**config.mk**
```make
export PLATFORM = sky130hd
export DESIGN_NAME = decodificador_gray_cond
export DESIGN_NICKNAME = d
export VERILOG_FILES = /design/src/rtl/gray_pkg.sv /design/src/rtl/gray_a_bin_comb.sv /design/src/rtl/decodificador_gray_cond.sv
export SDC_FILE = /design/constraint.sdc
export NUM_CORES = 1
export LEC_CHECK = 0
export ABC_AREA = 1
export CAP_MARGIN = 20
export CELL_PAD_IN_SITES_DETAIL_PLACEMENT = 1
export CELL_PAD_IN_SITES_GLOBAL_PLACEMENT = 2
export CORE_ASPECT_RATIO = 1.2
export CORE_MARGIN = 3
export CORE_UTILIZATION = 31
export CTS_CLUSTER_DIAMETER = 120
export DETAILED_ROUTE_END_ITERATION = 8
export HOLD_SLACK_MARGIN = 0.05
export PLACE_DENSITY_LB_ADDON = 0.1
export SLEW_MARGIN = 30
export SYNTH_ARGS = -nofsm -noshare
export SYNTH_HDL_FRONTEND = slang
export SYNTH_HIERARCHICAL = 1
export SYNTH_SLANG_ARGS = --single-unit
```
**constraint.sdc**
```tcl
create_clock -name clk -period 2.4 [get_ports clk]
set_input_delay 0.36 -clock clk [delete_from_list [all_inputs] [get_ports clk]]
set_output_delay 0.36 -clock clk [all_outputs]
set_load 0.02 [all_outputs]
```
**src/rtl/gray_pkg.sv**
```systemverilog
// Shared types and helpers for the Gray-code receive path.
// Holds the lock FSM state enum and Gray/binary conversion functions.
package gray_pkg;

    typedef enum logic [1:0] {
        VACIO     = 2'd0,
        ADQUIRIR  = 2'd1,
        BLOQUEADO = 2'd2
    } estado_t;

    localparam int MAX_W = 32;

    // Prefix XOR from the MSB down; bits above width are masked off first.
    function automatic logic [MAX_W-1:0] gray_a_binario(input logic [MAX_W-1:0] g,
                                                        input int width);
        logic [MAX_W-1:0] masked;
        logic [MAX_W-1:0] b;
        masked = g & ((width >= MAX_W) ? {MAX_W{1'b1}} : ((MAX_W'(1) << width) - MAX_W'(1)));
        b = masked;
        for (int i = 1; i < MAX_W; i++) begin
            b = b ^ (masked >> i);
        end
        return b;
    endfunction

    function automatic logic [MAX_W-1:0] binario_a_gray(input logic [MAX_W-1:0] b);
        return b ^ (b >> 1);
    endfunction

endpackage

```
**src/rtl/gray_a_bin_comb.sv**
```systemverilog
// Combinational Gray-to-binary decoder: each binary bit is the XOR
// of all Gray bits at or above its position.
module gray_a_bin_comb #(
    parameter int WIDTH = 5
) (
    input  logic [WIDTH-1:0] gray,
    output logic [WIDTH-1:0] bin
);

    // Reduction per bit rather than a bit-to-bit chain keeps the net graph acyclic.
    generate
        for (genvar gi = 0; gi < WIDTH; gi++) begin : g_xor
            assign bin[gi] = ^gray[WIDTH-1:gi];
        end
    endgenerate

endmodule

```
**src/rtl/decodificador_gray_cond.sv**
```systemverilog
// Gray-count receiver: decodes enabled samples, checks for +1 steps,
// tracks lock and counts (saturating) sequence breaks seen while locked.
module decodificador_gray_cond
    import gray_pkg::*;
#(
    parameter int WIDTH      = 5,
    parameter int LOCK_COUNT = 4,
    parameter int ERR_W      = 8
) (
    input  logic             clk,
    input  logic             reset_L,
    input  logic             enable,
    input  logic [WIDTH-1:0] gray_in,
    output logic [WIDTH-1:0] binario,
    output logic             valido,
    output logic             sincronizado,
    output logic             error,
    output logic [ERR_W-1:0] cuenta_errores
);

    localparam int RACHA_W = (LOCK_COUNT < 1) ? 1 : $clog2(LOCK_COUNT + 1);

    estado_t            estado_reg, estado_next;
    logic [RACHA_W-1:0] racha_reg, racha_next;
    logic [WIDTH-1:0]   ref_reg, ref_next;
    logic [WIDTH-1:0]   binario_reg, binario_next;
    logic               valido_reg, valido_next;
    logic               error_reg, error_next;
    logic [ERR_W-1:0]   cuenta_reg, cuenta_next;

    logic [WIDTH-1:0]   decodificado;
    logic               coincide;
    logic [RACHA_W-1:0] racha_inc;

    gray_a_bin_comb #(
        .WIDTH(WIDTH)
    ) u_decod (
        .gray (gray_in),
        .bin  (decodificado)
    );

    // Natural wrap of the WIDTH-bit add makes max -> 0 a valid step.
    assign coincide  = (decodificado == WIDTH'(ref_reg + 1'b1));
    assign racha_inc = racha_reg + 1'b1;

    always_comb begin
        estado_next  = estado_reg;
        racha_next   = racha_reg;
        ref_next     = ref_reg;
        binario_next = binario_reg;
        valido_next  = 1'b0;
        error_next   = 1'b0;
        cuenta_next  = cuenta_reg;

        if (enable) begin
            binario_next = decodificado;
            valido_next  = 1'b1;
            ref_next     = decodificado;

            case (estado_reg)
                VACIO: begin
                    estado_next = ADQUIRIR;
                    racha_next  = '0;
                end
                ADQUIRIR: begin
                    if (coincide) begin
                        if (racha_inc == RACHA_W'(LOCK_COUNT)) begin
                            estado_next = BLOQUEADO;
                            racha_next  = '0;
                        end else begin
                            racha_next = racha_inc;
                        end
                    end else begin
                        racha_next = '0;
                    end
                end
                BLOQUEADO: begin
                    if (!coincide) begin
                        error_next  = 1'b1;
                        estado_next = ADQUIRIR;
                        racha_next  = '0;
                        if (cuenta_reg != {ERR_W{1'b1}}) begin
                            cuenta_next = cuenta_reg + 1'b1;
                        end
                    end
                end
                default: begin
                    estado_next = VACIO;
                    racha_next  = '0;
                end
            endcase
        end
    end

    always_ff @(posedge clk) begin
        if (reset_L) begin
            estado_reg  <= VACIO;
            racha_reg   <= '0;
            ref_reg     <= '0;
            binario_reg <= '0;
            valido_reg  <= 1'b0;
            error_reg   <= 1'b0;
            cuenta_reg  <= '0;
        end else begin
            estado_reg  <= estado_next;
            racha_reg   <= racha_next;
            ref_reg     <= ref_next;
            binario_reg <= binario_next;
            valido_reg  <= valido_next;
            error_reg   <= error_next;
            cuenta_reg  <= cuenta_next;
        end
    end

    assign binario        = binario_reg;
    assign valido         = valido_reg;
    assign error          = error_reg;
    assign cuenta_errores = cuenta_reg;
    assign sincronizado   = (estado_reg == BLOQUEADO);

endmodule

```
==> qor.yml <==
synth:
  synth_compound_area_share_pct: 12.2
  syn_inst: 189
  synth_flop_cell: "dfxtp_1"
  yosys.area_share.simple_pct: 37.1
  synth-edff-count: 0
  postSynthAreaPerCell_um2: 7.03
  synth_top_family_by_area: "simple AND/OR/NAND/NOR gates"
  syn-num-nets: 201
  synth_seq_area_share_pct: 30.1
  synthArstFlopShare_pct: 0
  synth-seq-cells: 20
  yosys.cell_types.count: 29
  synth-xor-area-share_pct: 4.52
  synthMuxAreaShare_pct: 0
  yosysWarningCount: 6
  synth_fa_ha_area_share_pct: 3.77
  synth_area_um2: 1330
sta:
  setup_ws_ps: 235
  fmax_mhz: 462
  fin_crit_ps: 2170
  min_period_over_period_pct: 90.2
  setup_violations: 0
  slew_viol_final: 0
  holdWs_ps: 492
  slew_headroom_pct: 70.1
  finalHoldViolations: 0
  skew_ps: 2.49
  worstMarginPinSlew_ps: 448
  rsz0062_at_grt: "yes"
setup_path:
  critPathMaxStageDelay_ps: 510
  critPathKind: "primary input to flop"
  worstSetupStartpoint: "gray_in[3]"
  critPathCaptureType: "flop"
  crit_chain: "clkdlybuf4s50_1 > inv_1 > nand2_1 > nand3_4 > nand2_2 > nand2_1 > nand2_1 > inv_1 > nand2_1 > nand2_1 > nor2_1 > nand2_1 > nor2_4 > nand2_4 > nand3_4 > o21ai_0 > nand2_1 > nor2_1"
  r2r_cells: 12
  cp_top_family: "simple AND/OR/NAND/NOR gates"
  crit_arrival_ps: 2320
  cp.depth: 18
  path_buf_inv: 3
  reg2reg_from: "binario[0]"
  critPathSlowestCell: "clkdlybuf4s50_1"
  crit_top_cell: "nand2_1"
  cp.required_ps: 2560
  critPathMaxFanout: 11
  cp-start-kind: "primary input"
layout:
  largest_reg_flops: 8
  multi_input_area_um2: 783
  post-route-util_pct: 42.9
  n_antenna_cell: 0
  final_nets: 234
  drive_gt1_share_pct: 19.5
  layout.cells.non_filler: 275
  area_delta_synth_final_pct: 30.2
  postLayoutCellArea_um2: 1730
  fillCellCount: 506
  seqCellArea_um2: 400
floorplan:
  initial_core_util_pct: 32.9
  die_y_um: 77.7
  std_cell_rows: 25
  die_w_um: 65.8
  die_area_um2: 5110
  io_pins: 24
  coreArea_um2: 4040
drt:
  route.detailed.drc: 0
  dr.pass1.iters: 4
  antenna_left: 0
  wl_per_cell_um: 12.7
  vias: 1283
  routed_wl_um: 3500
  vias_per_cell: 4.67
  drtIter0Drc: 21
run_status:
  outcome: "complete, no violations"
flow_run:
  cap_violations: 0
placed_design:
  dpl.hpwl_um: 2760
  postPlaceCellArea_um2: 1650
  pre_cts_slack_ps: -126
  place.gp.congestion: 0.820
  numPortBuffers: 23
  dp.cells: 270
cts:
  clk_pin_slew_ps: 70
  h-tree-depth: 1
  cts_tree: "yes"
  cts_buffers: 3
  cts_root_buffer: "clkbuf_8"
  clk_path_buf_depth: 2
  cts_hold_buffers: 0
  insertion_delay_ps: 260
  clock_sinks: 20
global_route:
  grt_max_degree: 13
  grt_overflow_total: 0
  grt_pass1_wl_um: 6090
  grt_usage_pct: 15.1
  antenna_found_initial: 0
  grt_pass1_vias: 1362
worst_hold_path:
  hold_class: "flop to flop"
  hp-start: "cuenta_errores[1]"
  min_path_cells: 2
power:
  power.leakage_nw: 0.804
  max-vdd-ir-drop_uv: 208
  powerDensity_nw_per_um2: 476
[per-stage QoR]
stage	power, W	setup TNS (ps)
finish	0.000823	0
global route	0.000881	-32.9
CTS	0.000832	0
detailed placement	0.000565	-754
global placement	0.000558	-155
floorplan	0.000492	0
[layer usage]
metal	up-vias	track usage, %	share of wire, %	wire [µm]
met5	-	0	0	0
met1	603	16.7	40	1400
met3	6	2.60	2.2	76
li1	658	-	-	-
met2	16	28.2	57	1980
met4	0	4.98	0.97	34
[layout make-up]
class / instances / share of cell area (%)
multi-input combinational: 133 / 45.3
sequential: 20 / 23.1
timing repair buffer: 33 / 17.8
inverter: 31 / 6.72
tap: 54 / 3.90
clock buffer: 4 / 3.18
[cells in the mapped netlist, types with 2 or more instances]
| library cell | n | share of area, % |
|---|---|---|
| o21ai_1 | 2 | 0.75 |
| nand3_1 | 14 | 5.3 |
| nand4_1 | 5 | 2.4 |
| o21ai_0 | 7 | 2.6 |
| inv_1 | 30 | 8.5 |
| ha_1 | 4 | 3.8 |
| nand2_2 | 7 | 3.3 |
| nor2_1 | 17 | 4.8 |
| dfxtp_1 | 20 | 30 |
| a21oi_1 | 8 | 3.0 |
| a21oi_2 | 6 | 4.0 |
| xor2_1 | 3 | 2.0 |
| nor2_2 | 2 | 0.94 |
| o21ai_2 | 2 | 1.3 |
| xnor2_1 | 2 | 1.3 |
| clkbuf_1 | 2 | 0.57 |
| nor3_1 | 5 | 1.9 |
| nand2_1 | 41 | 12 |
| nand3_4 | 2 | 2.6 |
[kinds of logic after synthesis]
| family | count (synthesis) |
|---|---|
| xor gates and xnor gates | 6 |
| and+or+nand+nor | 97 |
| AOI/OAI and AO/OA | 26 |
| DFF | 20 |
| adders and majority gates | 4 |
| buffers and inverters | 36 |
[worst reg2reg max path: cells and delay by family (launching register included)]
kind                       cells  cell delay [ps]
buffers and inverters          1               60
DFF                            1              460
and+or+nand+nor                9              730
adders and majority gates      1              290
AOI/OAI and AO/OA              1              210
[power breakdown]
part	total, W	internal, W	switching (W)
Combinational	0.000198	0.0000819	0.000116
Sequential	0.000363	0.000346	0.0000163
Clock	0.000263	0.000146	0.000117
Total	0.000823	0.000574	0.000249
[placed cells by master (no fill, tap or decap), types with 3 or more instances in the layout]
cell	count
nand2_1	39
inv_1	30
clkdlybuf4s50_1	22
dfxtp_1	20
nor2_1	16
nand3_1	13
buf_4	10
nand2_2	9
a21oi_1	8
o21ai_0	7
a21oi_2	6
nand4_1	5
nor3_1	5
ha_1	4
clkbuf_8	4
xor2_1	3
[path summary, 6_finish.rpt]
kind,to,slack [ps]
worst max-delay path,cuenta_errores[6],230
worst max register to register,cuenta_errores[6],590
worst min-delay path,cuenta_errores[1],490
worst min register to register,cuenta_errores[1],490
[what timing repair did]
action	in CTS	in global routing
hold endpoints to repair	0	0
endpoints found under the setup margin	0	10
buffers inserted	0	1
gates resized for setup	0	6
(Power assumes the default switching activity.)
